## config.mk

```make
export PLATFORM = sky130hd
export DESIGN_NAME = adc_scheduler
export DESIGN_NICKNAME = d
export VERILOG_FILES = /design/src/rtl/adc_scheduler.sv
export SDC_FILE = /design/constraint.sdc
export NUM_CORES = 1
export LEC_CHECK = 0
export ABC_AREA = 1
export BUFFER_PORTS_ARGS = -buffer_cell sky130_fd_sc_hd__buf_4
export CAP_MARGIN = 20
export CORE_ASPECT_RATIO = 0.8
export CORE_MARGIN = 10
export CORE_UTILIZATION = 45
export CTS_CLUSTER_SIZE = 14
export DETAILED_ROUTE_END_ITERATION = 8
export PLACE_DENSITY = 0.82
export SETUP_SLACK_MARGIN = 0.2
export SLEW_MARGIN = 20
export SYNTH_ARGS = -nofsm -noshare
export SYNTH_HDL_FRONTEND = slang
export SYNTH_SLANG_ARGS = --single-unit
```

## constraint.sdc

```tcl
create_clock -name clk -period 2.3 [get_ports clk]
set_input_delay 0.46 -clock clk [delete_from_list [all_inputs] [get_ports clk]]
set_output_delay 0.46 -clock clk [all_outputs]
set_load 0.02 [all_outputs]
```

## src/rtl/adc_scheduler.sv

```systemverilog
// ---------------------------------------------------------------------------
// adc_scheduler
//
// Round-robin scheduler sharing one XADC conversion wrapper between up to
// NREQ on-chip requesters. Each grant issues a single start pulse, waits
// for the wrapper's conv_done, then returns the 16-bit result with a
// one-cycle acknowledge to the granted requester. Only one conversion is
// outstanding at any time.
//
// Parameters:
//   NREQ    - number of requesters (2..8)
//   GUARD   - cycles after adc_start during which conv_done is ignored (1..15)
//   TIMEOUT - WAIT-state cycle limit, used only with the watchdog (4..65536)
//
// Ports:
//   clk       in   system clock, shared with the wrapper
//   reset     in   asynchronous, active-high reset
//   req       in   level request per requester, held until its ack
//   ack       out  one-cycle one-hot pulse; sample/err valid in that cycle
//   sample    out  conversion result, held until the next ack
//   err       out  set with ack when the conversion timed out
//   busy      out  high in every state except IDLE
//   owner     out  index of the current or last granted requester
//   adc_start out  one-cycle start pulse to the wrapper
//   adc_data  in   wrapper output {do[15:0], conv_done}
//
// Build option:
//   ADC_SCHED_TIMEOUT_EN - when defined, a 16-bit watchdog aborts a WAIT
//   that lasts TIMEOUT cycles and returns err=1 with sample=0. When left
//   undefined, WAIT lasts until conv_done and err is tied low.
// ---------------------------------------------------------------------------
module adc_scheduler #(
    parameter int NREQ    = 4,
    parameter int GUARD   = 2,
    parameter int TIMEOUT = 1024
) (
    input  logic                    clk,
    input  logic                    reset,
    input  logic [NREQ-1:0]         req,
    output logic [NREQ-1:0]         ack,
    output logic [15:0]             sample,
    output logic                    err,
    output logic                    busy,
    output logic [$clog2(NREQ)-1:0] owner,
    output logic                    adc_start,
    input  logic [16:0]             adc_data
);

    localparam int IDX_W = $clog2(NREQ);

    // Elaboration-time range checks on the configuration.
    generate
        if (NREQ < 2 || NREQ > 8) begin : g_bad_nreq
            $error("adc_scheduler: NREQ must be in 2..8");
        end
        if (GUARD < 1 || GUARD > 15) begin : g_bad_guard
            $error("adc_scheduler: GUARD must be in 1..15");
        end
        if (TIMEOUT < 4 || TIMEOUT > 65536) begin : g_bad_timeout
            $error("adc_scheduler: TIMEOUT must be in 4..65536");
        end
    endgenerate

    typedef enum logic [2:0] {
        S_IDLE,
        S_START,
        S_GUARD,
        S_WAIT,
        S_DONE
    } state_t;

    state_t           state_q, state_d;
    logic [IDX_W-1:0] owner_q, owner_d;
    logic [IDX_W-1:0] last_q,  last_d;
    logic [3:0]       guard_cnt_q, guard_cnt_d;
    logic [15:0]      sample_q, sample_d;

    logic             conv_done;
    logic             grant_found;
    logic [IDX_W-1:0] grant_idx;
    logic [IDX_W-1:0] cand;

`ifdef ADC_SCHED_TIMEOUT_EN
    localparam logic [15:0] WAIT_LAST = 16'(TIMEOUT - 1);

    logic [15:0] wait_cnt_q, wait_cnt_d;
    logic        err_q, err_d;
`endif

    assign conv_done = adc_data[0];

    // Increment modulo NREQ; NREQ need not be a power of two.
    function automatic logic [IDX_W-1:0] next_idx(input logic [IDX_W-1:0] idx);
        return (idx == IDX_W'(NREQ - 1)) ? '0 : idx + 1'b1;
    endfunction

    // -----------------------------------------------------------------------
    // Round-robin arbiter: search starts just after the last served index,
    // so a requester that keeps req high is reconsidered only after every
    // other index has been looked at.
    // -----------------------------------------------------------------------
    always_comb begin
        grant_found = 1'b0;
        grant_idx   = '0;
        cand        = next_idx(last_q);
        for (int i = 0; i < NREQ; i++) begin
            if (!grant_found && req[cand]) begin
                grant_found = 1'b1;
                grant_idx   = cand;
            end
            cand = next_idx(cand);
        end
    end

    // -----------------------------------------------------------------------
    // Next-state and datapath update.
    // -----------------------------------------------------------------------
    // NOTE: every signal written here gets a default first, so no path
    // through the case leaves it unassigned and no latch is inferred.
    always_comb begin
        state_d     = state_q;
        owner_d     = owner_q;
        last_d      = last_q;
        guard_cnt_d = guard_cnt_q;
        sample_d    = sample_q;
`ifdef ADC_SCHED_TIMEOUT_EN
        wait_cnt_d  = wait_cnt_q;
        err_d       = err_q;
`endif

        case (state_q)
            S_IDLE: begin
                if (grant_found) begin
                    owner_d = grant_idx;
                    state_d = S_START;
                end
            end

            S_START: begin
                guard_cnt_d = '0;
                state_d     = S_GUARD;
            end

            // The wrapper clears its stale conv_done during these cycles,
            // so adc_data is deliberately not looked at here.
            S_GUARD: begin
                if (guard_cnt_q == 4'(GUARD - 1)) begin
                    state_d = S_WAIT;
`ifdef ADC_SCHED_TIMEOUT_EN
                    wait_cnt_d = '0;
`endif
                end else begin
                    guard_cnt_d = guard_cnt_q + 4'd1;
                end
            end

            // conv_done is tested first so it wins over a coinciding timeout.
            S_WAIT: begin
                if (conv_done) begin
                    sample_d = adc_data[16:1];
                    state_d  = S_DONE;
`ifdef ADC_SCHED_TIMEOUT_EN
                    err_d    = 1'b0;
`endif
                end
`ifdef ADC_SCHED_TIMEOUT_EN
                else if (wait_cnt_q == WAIT_LAST) begin
                    sample_d = '0;
                    err_d    = 1'b1;
                    state_d  = S_DONE;
                end else begin
                    wait_cnt_d = wait_cnt_q + 16'd1;
                end
`endif
            end

            S_DONE: begin
                last_d  = owner_q;
                state_d = S_IDLE;
            end

            default: begin
                state_d = S_IDLE;
            end
        endcase
    end

    // -----------------------------------------------------------------------
    // State register.
    // -----------------------------------------------------------------------
    // NOTE: sequential state uses non-blocking assignments so every register
    // samples the pre-edge values regardless of statement order.
    always_ff @(posedge clk or posedge reset) begin
        if (reset) begin
            state_q <= S_IDLE;
        end else begin
            state_q <= state_d;
        end
    end

    // -----------------------------------------------------------------------
    // Datapath registers.
    // -----------------------------------------------------------------------
    // NOTE: sample and the pointers are plain control registers, not memory,
    // so all of them take a defined reset value; last starts at NREQ-1 so
    // requester 0 wins the first arbitration.
    always_ff @(posedge clk or posedge reset) begin
        if (reset) begin
            owner_q     <= '0;
            last_q      <= IDX_W'(NREQ - 1);
            guard_cnt_q <= '0;
            sample_q    <= '0;
        end else begin
            owner_q     <= owner_d;
            last_q      <= last_d;
            guard_cnt_q <= guard_cnt_d;
            sample_q    <= sample_d;
        end
    end

`ifdef ADC_SCHED_TIMEOUT_EN
    always_ff @(posedge clk or posedge reset) begin
        if (reset) begin
            wait_cnt_q <= '0;
            err_q      <= 1'b0;
        end else begin
            wait_cnt_q <= wait_cnt_d;
            err_q      <= err_d;
        end
    end

    assign err = err_q;
`else
    assign err = 1'b0;
`endif

    // -----------------------------------------------------------------------
    // Outputs: registers or decodes of the state register only, so neither
    // req nor adc_data has a combinational path to any output, and the
    // asynchronous reset clears busy/adc_start/ack immediately.
    // -----------------------------------------------------------------------
    always_comb begin
        ack = '0;
        if (state_q == S_DONE) begin
            ack[owner_q] = 1'b1;
        end
    end

    assign busy      = (state_q != S_IDLE);
    assign adc_start = (state_q == S_START);
    assign owner     = owner_q;
    assign sample    = sample_q;

endmodule

```

# After elaboration in Yosys (flattened, before gate mapping)

Cells that the tools add are included.
Widths: inputs -> output; s select.

Flip-flop bits (word level): 27
Input port bits: 23
Output and inout port bits: 25
Word-level logic and storage cells: 72

Add/subtract/negate cells: 5
Magnitude comparators: 6
Equal/unequal tests: 13
Mux-type cells: 29
Reduce and logical (&&, ||, !) cells: 14

Operator list:

| kind                | number |
|---|---|
| $mux 2              | 8 |
| $lt 2x3->1 const B  | 5 |
| $pmux 3 s4          | 1 |
| $mux 1              | 9 |
| $mux 3              | 3 |
| $add 2x1->2 const B | 4 |
| $bmux 1 s2          | 4 |
| $eq 2x2->1 const B  | 4 |
| $mux 4              | 2 |
| $ne 2x2->1 const B  | 4 |
| $pmux 4 s2          | 1 |
| $eq 3x2->1 const B  | 2 |
| $reduce_and 2->1    | 3 |
| $add 4x1->4 const B | 1 |
| $eq 4x1->1 const B  | 1 |
| $logic_and 1x1->1   | 4 |
| $eq 3x1->1 const B  | 1 |
| $eq 3x3->1 const B  | 1 |
| $logic_not 1->1     | 3 |
| $logic_not 3->1     | 1 |
| $reduce_and 3->1    | 1 |
| $reduce_bool 3->1   | 1 |
| $demux 1 s2         | 1 |
| $ge 2x1->1 const B  | 1 |
| $reduce_bool 2->1   | 1 |

# Logic depth before layout (Yosys ltp)

Gate-level depths: netlist of run 1.

Depth in word-level cells: 16
Depth in mapped cells: 12
Gate-level depth less buffers: 12

# Least setup slack after synthesis of run 1

No wires, ideal clock.

Kind: flip-flop to output port
From: register state_q[1]
To: output port ack[0]
Arrival time: 1.321 ns
Required time: 1.840 ns
Setup slack: 0.519 ns
Cell stages (with the launch flop): 3
Buffers on the path: 0
Cells stage by stage: dfrtp_1 > nor3_1 > nor3b_1

Longest elaborated chain between the ends: 2

Ends and longest elaborated chain:

| item                   | line | text |
|---|---|---|
| start, declared        | 72   | `state_t state_q, state_d;` |
| start signal, assigned | 197  | `state_q <= state_d;` |
| $eq 3x3->1             | 244  | `if (state_q == S_DONE) begin` |
| $mux 4                 | 244  |  |
| end, declared          | 40   | `output logic [NREQ-1:0] ack,` |

No other way between the ends.

# Worst setup path after layout of run 1

Same ends and word-level chain as after synthesis.

==> metrics.log, run 1 <==
INFO  metric gr-total-overflow = 0
INFO  metric critPathArrivalTime = 1.42 ns
INFO  metric timing.setup.tns = 0 ns
INFO  metric critPathTopFamily = simple AND/OR/NAND/NOR gates
INFO  metric synth_cell_types = 30
INFO  metric via_count_of_the_first_global_routing_pass = 1284
INFO  metric grt_first_pass_wirelength = 5816 um
INFO  metric synth_area_per_cell = 7.501 um^2
INFO  metric drt_iter0_drc = 94
INFO  metric critical-path-slowest-cell = dfrtp_1
INFO  metric critPathCaptureType = primary output
INFO  metric mostFrequentLayoutCell = nand2_1
INFO  metric setup_viol_count_final = 0
INFO  metric max_freq = 531.4 MHz
INFO  metric num-nets-final = 270
INFO  metric critical_path.cell_chain = nor3_2, nor3b_1, buf_4
INFO  metric vdd.ir_drop.worst = 0.8657 mV
INFO  metric cts_sinks = 27
INFO  metric crit_path_max_fanout = 6
INFO  metric cts-htree-levels = 1
INFO  metric postCtsSetupRepairBufs = 0
INFO  metric pre_cts_slack = approximately 0.51 ns
INFO  metric chipHeight = between 70 and 80 um
INFO  metric grt_max_degree = 28
INFO  metric drtPass1Iterations = 4
INFO  metric path_class = reg2out
INFO  metric top_cell_type_s_share_of_synthesized_area = 0.4299
INFO  metric design.portCount = between 40 and 50
INFO  metric launching_element_of_the_worst_setup_path = state_q[1]
INFO  metric r2r-start = last_q[0]
INFO  metric synthDominantAreaCellType = dfrtp_1
INFO  metric outcome = finished, final reports clean
INFO  metric drt-wirelength-per-cell = ~12 um
INFO  metric timing.hold.worst.class = in2async
INFO  metric number_of_buffers_created_by_cts = 3
INFO  metric syn_to_final_growth = 30.61%
INFO  metric power_density = 1439 mW/mm^2
INFO  metric grt_setup_unrepaired = false
INFO  metric tritoncts = yes
INFO  metric remaining_drc_errors = 0
INFO  metric final_cell_mix = 84 x nand2_1, 48 x buf_4, 25 x dfrtp_1
INFO  metric cp_slowest_stage_delay = approximately 0.45 ns
INFO  metric post-dp-hpwl = 2729 um
INFO  metric worst_ep_required_time = 1.84 ns
INFO  metric ctsLongestPathBuffers = 2
INFO  metric port-buffer-count = 46
INFO  metric std_cell_rows = 18
INFO  metric core-area = roughly 0.0031 mm^2
INFO  metric dr_total_vias = 1328
INFO  metric total_leakage_power = roughly 1.1 nW
INFO  metric critical_path.n_buffers_inverters = 1
INFO  metric drv_slew = 0
INFO  metric timing.final.ws_setup = ~0.42 ns
INFO  metric post_route_cells_drive_above_1_share = 0.2881
INFO  metric die_width = 83.58 um
INFO  metric layout_min_cycle_time = 1.882 ns
INFO  metric netlist_area_before_placement = ~0.0015 mm^2
INFO  metric finalWeightedCongestion = 0.9025
INFO  metric floorplan.initialDensity = 0.4716
INFO  metric total_number_of_yosys_warnings = 0
INFO  metric fin_crit_sh = 0.8182
INFO  metric max_cap_violations = 0
INFO  metric post_drt_via_cell_ratio = 4.693
INFO  metric clk_root_buffer_cell = clkbuf_8
INFO  metric cts.clk_slew.worst_paths = 0.08 ns
INFO  metric yosys_register_bits = 27
INFO  metric floorplan.die_area = 0.005922 mm^2
INFO  metric timing_hold_violations_final = 0
INFO  metric worstSkewPairLatency = 0.26 ns
INFO  metric number_of_antenna_violations_at_the_first_check_in_global_routing = 0
INFO  metric yosys-top-cells-area = dfrtp_1 43%, nand2_1 22%, inv_1 5.4%
INFO  metric drtAntennaViolNets = 0
INFO  metric netlist_instances = 194
INFO  metric detail_route.wirelength = 3393 um
INFO  metric timing.critical_path.from_type = flop
INFO  metric groute.usage.overall = 0.1135
INFO  metric synth_nets = 220
INFO  metric inserted_diodes = 0
INFO  metric worst_clock_skew = 0.003824 ns
INFO  metric synth-seq-area-share = 0.4660
[final timing paths]
| kind | slack (ns) | to | cells after the start |
|---|---|---|---|
| setup / recovery | 0.42 | ack[0] | 3 |
| hold / removal | 0.25 | sample[7] | 3 |
| setup reg to reg | 0.48 | owner[1] | 11 |
| hold reg to reg | 0.49 | sample[3] | 2 |
| max in group asynchronous | 1.76 | last_q[0] | 3 |
| min in group clk | 0.38 | sample[12] | 3 |
[worst reg2reg max path: cells and delay by family, from the launching register on]
| kind | cells | cell delay (ns) |
|---|---|---|
| DFF | 1 | 0.59 |
| buffers and inverters | 2 | 0.11 |
| adders and majority gates | 1 | 0.24 |
| and+or+nand+nor | 8 | 0.79 |
[report_power, final]
part	total (mW)	leakage [nW]	internal [mW]	switching (mW)
sequential	0.858	0.337	0.694	0.164
combinational	1.62	0.709	0.613	1.01
clock	0.253	0.0255	0.121	0.132
[registers in the layout, indices dropped and copies added, names as in the netlist]
register and cells:
sample 16, guard_cnt_q 4, state_q 3, last_q 2
owner 2
[logic make-up (layout without fill, tap and decap cells)]
group	after synthesis	after routing	share of synthesized area
other	1	1	0.002577
XOR/XNOR	1	1	0.006020
AO/OA/AOI/OAI	13	13	0.05504
adder cells (fa/ha/maj)	3	3	0.02580
buffers and inverters	27	76	0.07309
AND/OR/NAND/NOR	122	122	0.3714
flip-flops	27	27	0.4660
[area by class of cell]
cell class / count / area, um^2
Tap cell: 40 / 50.05
Clock inverter: 1 / 5.005
Clock buffer: 3 / 41.29
Inverter: 24 / 90.09
Sequential cell: 27 / 678.2
Multi-Input combinational cell: 140 / 675.6
Timing Repair Buffer: 48 / 360.3
Fill cell: 275 / 1185
[through the flow]
| stage | cells | hold slack, ns | area [um^2] | power (mW) | util |
|---|---|---|---|---|---|
| 5_1_grt | 283 | 0.2779 | 1901 | 3.007 | 0.6160 |
| 2_1_floorplan | 194 | 0.4648 | 1455 | 1.971 | - |
| 3_3_place_gp | 279 | 0.4637 | 1849 | 2.462 | 0.5994 |
| 4_1_cts | 283 | 0.2522 | 1896 | 2.755 | 0.6144 |
| 3_5_place_dp | 279 | 0.4669 | 1849 | 2.497 | 0.5994 |
| 6_report | 283 | 0.2458 | 1901 | 2.735 | 0.6160 |
[synth_stat cells, drive strengths merged]
cell type and count:
buf 2, a21oi 2, nor2 9, clkbuf 1, o31ai 1, conb 1
nand4 5, xor2 1, o22ai 1, nand2 92, and2 1, a31oi 2
o21ai 6, o21bai 1, inv 23, dfstp 2, clkinv 1, ha 3
dfrtp 25, nor3 2, nor3b 1, nand3 12
[routing by layer]
metal,wire (um),vias to the layer above,GRT usage
met4,22,0,0.02041
met5,0,-,0
met3,166,4,0.03318
met2,1604,32,0.1878
met1,1599,594,0.1445
li1,-,698,-
[what timing repair did]
action / in CTS / in global routing
gates resized for setup: 0 / 1
setup endpoints to repair: 0 / 4
hold buffers: 0 / 0
No activity file was read; power rests on OpenSTA's default activity.
==> run 2, diff against run 1 <==
--- a/config.mk
+++ b/config.mk
@@ -5,15 +5,15 @@
 export SDC_FILE = /design/constraint.sdc
 export NUM_CORES = 1
 export LEC_CHECK = 0
-export ABC_AREA = 1
+export ABC_AREA = 0
 export BUFFER_PORTS_ARGS = -buffer_cell sky130_fd_sc_hd__buf_4
 export CAP_MARGIN = 20
 export CORE_ASPECT_RATIO = 0.8
 export CORE_MARGIN = 10
-export CORE_UTILIZATION = 45
+export CORE_UTILIZATION = 43
 export CTS_CLUSTER_SIZE = 14
 export DETAILED_ROUTE_END_ITERATION = 8
-export PLACE_DENSITY = 0.82
+export PLACE_DENSITY = 0.84
 export SETUP_SLACK_MARGIN = 0.2
 export SLEW_MARGIN = 20
 export SYNTH_ARGS = -nofsm -noshare
==> constraint.sdc (replaced) <==
create_clock -name clk -period 1.65 [get_ports clk]
set_input_delay 0.33 -clock clk [delete_from_list [all_inputs] [get_ports clk]]
set_output_delay 0.33 -clock clk [all_outputs]
set_load 0.02 [all_outputs]
==> metrics.log, run 2 <==
INFO  metric synth.top_cells.by_count = 25 x dfrtp_1, 18 x mux2_2, 5 x inv_1, 4 x nor3b_1, 4 x o21ai_0
INFO  metric total_leakage_power = approximately 1.0 nW
INFO  metric synth_cell_types = 39
INFO  metric violated_checks = negative setup slack
INFO  metric netlist_instances = 104
INFO  metric port-buffer-count = 46
INFO  metric post_drt_via_cell_ratio = 5.396
INFO  metric timing_hold_violations_final = 0
INFO  metric detail_route.wirelength = between 3000 and 4000 um
INFO  metric cts_sinks = 27
INFO  metric std_cell_rows = 17
INFO  metric cp_slowest_stage_delay = 0.47 ns
INFO  metric finish.instance_area = between 0.002 and 0.0025 mm^2
INFO  metric timing.hold.worst.class = in2async
INFO  metric launching_element_of_the_worst_setup_path = state_q[1]
INFO  metric r2r-start = state_q[0]
INFO  metric async_reset_ff_frac = 1.000
INFO  metric syn_to_final_growth = 54.27%
INFO  metric critical-path-slowest-cell = dfrtp_2
INFO  metric critPathTopFamily = flip-flops
INFO  metric synth_nets = 130
INFO  metric core-area = 0.002829 mm^2
INFO  metric synth_area_per_cell = 12.55 um^2
INFO  metric grt_setup_unrepaired = true
INFO  metric slew_headroom = 0.5669
INFO  metric grt_first_pass_wirelength = about 6000 um
INFO  metric power_density = 1992 mW/mm^2
INFO  metric crit_path_max_fanout = 5
INFO  metric fin_crit_sh = 1.014
INFO  metric worst_clock_skew = 0.004021 ns
INFO  metric post-dp-hpwl = 2448 um
INFO  metric grt_max_degree = 18
INFO  metric max_freq = 597.9 MHz
INFO  metric drv_slew = 0
INFO  metric path_class = reg2out
INFO  metric synth-seq-area-share = 0.5197
INFO  metric top_cell_type_s_share_of_synthesized_area = 0.4794
INFO  metric cts-htree-levels = 1
INFO  metric timing.final.ws_setup = -0.02243 ns
INFO  metric critPathCaptureType = primary output
INFO  metric worst_ep_required_time = around 1.3 ns
INFO  metric final.hold.worst_slack = just over 0.05 ns
INFO  metric timing.critical_path.from_type = flop
INFO  metric floorplan.die_area = 0.005652 mm^2
INFO  metric chipHeight = 69.28 um
INFO  metric tritoncts = yes
INFO  metric largest_register_ffs = 16
INFO  metric drtAntennaViolNets = 0
INFO  metric post-place-cells = ~180
INFO  metric post_route_cells_drive_above_1_share = 0.6768
INFO  metric max_cap_violations = 0
INFO  metric critical_path.n_buffers_inverters = 2
INFO  metric synthDominantAreaCellType = dfrtp_1
INFO  metric final_cell_mix = 55 x buf_4, 22 x dfrtp_1, 16 x mux2_4
INFO  metric num-nets-final = 191
INFO  metric layout_min_cycle_time = about 1.7 ns
INFO  metric die_width = 81.59 um
INFO  metric gr-total-overflow = 0
INFO  metric via_count_of_the_first_global_routing_pass = 1257
INFO  metric cts.clk_slew.worst_paths = approximately 0.10 ns
INFO  metric clk_root_buffer_cell = clkbuf_8
INFO  metric total_number_of_yosys_warnings = 0
INFO  metric final_cells = 202
INFO  metric drtPass1Iterations = 4
INFO  metric vdd.ir_drop.worst = 1.168 mV
INFO  metric groute.usage.overall = 0.1315
INFO  metric floorplan.initialDensity = 0.4613
INFO  metric dr_total_vias = roughly 1100
INFO  metric dpl-instance-area = 0.001694 mm^2
INFO  metric filler_cell_count = 189
INFO  metric setup_viol_count_final = 2
INFO  metric yosys-top-cells-area = dfrtp_1 48%, mux2_2 16%, dfstp_2 4.0%
INFO  metric critPathArrivalTime = 1.34 ns
INFO  metric timing.reg2reg.setup_slack = 0 ns
INFO  metric finalWeightedCongestion = 0.7505
INFO  metric worst-slew-pin-transition = about 0.64 ns
INFO  metric cts_hold_repair.buffers = 0
INFO  metric yosys_register_bits = 27
INFO  metric outcome = complete, but fails checks
INFO  metric post-synth-top-count-cell = dfrtp_1
INFO  metric design.portCount = 48
INFO  metric number_of_buffers_created_by_cts = 3
INFO  metric inserted_diodes = 0
INFO  metric drt-wirelength-per-cell = 19.36 um
INFO  metric worstSkewPairLatency = 0.28 ns
INFO  metric synth_edf_count = 0
INFO  metric remaining_drc_errors = 0
INFO  metric netlist_area_before_placement = 0.001305 mm^2
INFO  metric ys_dominant_reg_cell = dfrtp_1
INFO  metric drt_iter0_drc = between 40 and 50
INFO  metric critical_path.cell_chain = or3b_4, inv_2, buf_6
INFO  metric number_of_antenna_violations_at_the_first_check_in_global_routing = 0
INFO  metric mostFrequentLayoutCell = buf_4
INFO  metric ctsLongestPathBuffers = 2
[run 2: cell types whose count changed after synthesis, moves of 3 or more]
cell      before  now
nand2_1       84    2
mux2_2         0   18
inv_1         21    5
nand3_1       11    1
nand2_2        7    0
nor2_1         8    3
nand4_1        4    0
nor3b_1        1    4
o211ai_1       0    3
[run 2: layout make-up]
cell class	count	area (um^2)	share of cell area
sequential	27	681.9	0.3387
timing repair buffer	61	489.2	0.2430
inverter	5	18.77	0.009323
multi-input combinational	67	725.7	0.3605
clock buffer	3	41.29	0.02051
tap	38	47.55	0.02362
clock inverter	1	8.758	0.004351
[run 2: what timing repair did]
item | CTS | global route
pin swaps | 11 | 10
resized for setup | 17 | 26
setup endpoints to repair | 27 | 29
buffers inserted | 11 | 3
[run 2: worst paths after layout]
path,endpoint,cells past startpoint
worst max-delay path,adc_start,3
worst min-delay path,sample[11],2
worst max register to register,guard_cnt_q[3],5
worst min register to register,sample[14],1
max in group asynchronous,last_q[0],3
min in group clk,sample[1],2
[run 2: stage by stage]
stage | power (mW) | setup WS (ns) | utilization | setup TNS, ns
final | 4.011 | -0.02243 | 0.7116 | -0.02731
after global placement | 2.834 | 0.09501 | 0.5989 | 0
after detailed placement | 2.926 | 0.04143 | 0.5989 | 0
after global routing | 4.254 | -0.07215 | 0.7116 | -0.2938
after floorplan | 2.316 | 0.1518 | - | 0
after CTS | 3.633 | 0.01051 | 0.6687 | 0
[run 2: cells by family (layout without fill, tap and decap cells)]
group           after synthesis  after routing  share of synthesized area
flops                        27             27                     0.5197
simple gates                 26             26                     0.1390
mux                          19             19                     0.1630
compound gates               18             18                     0.1026
buf+inv                      10             70                    0.04410
fa+ha+maj                     3              3                    0.02877
other cells                   1              1                   0.002874
[run 2: where the power goes]
group,switching (mW),internal [mW],total (mW),leakage [nW]
Combinational,1.06,1.26,2.32,0.650
Clock,0.222,0.177,0.400,0.0261
Sequential,0.302,0.989,1.29,0.322
[run 2: worst register-to-register path, cell delays in order (launching register included)]
cell      delay (ns)
dfrtp_2         0.47
buf_4           0.16
or3b_4          0.41
buf_6           0.14
o211ai_1        0.25
o31ai_2         0.11
[run 2: routing by layer]
| layer | up-vias | share of wire | track usage |
|---|---|---|---|
| li1 | 497 | - | - |
| met2 | 45 | 0.52 | 0.2158 |
| met3 | 10 | 0.099 | 0.07364 |
| met1 | 538 | 0.36 | 0.1361 |
| met5 | - | 0 | 0 |
| met4 | 0 | 0.020 | 0.04682 |
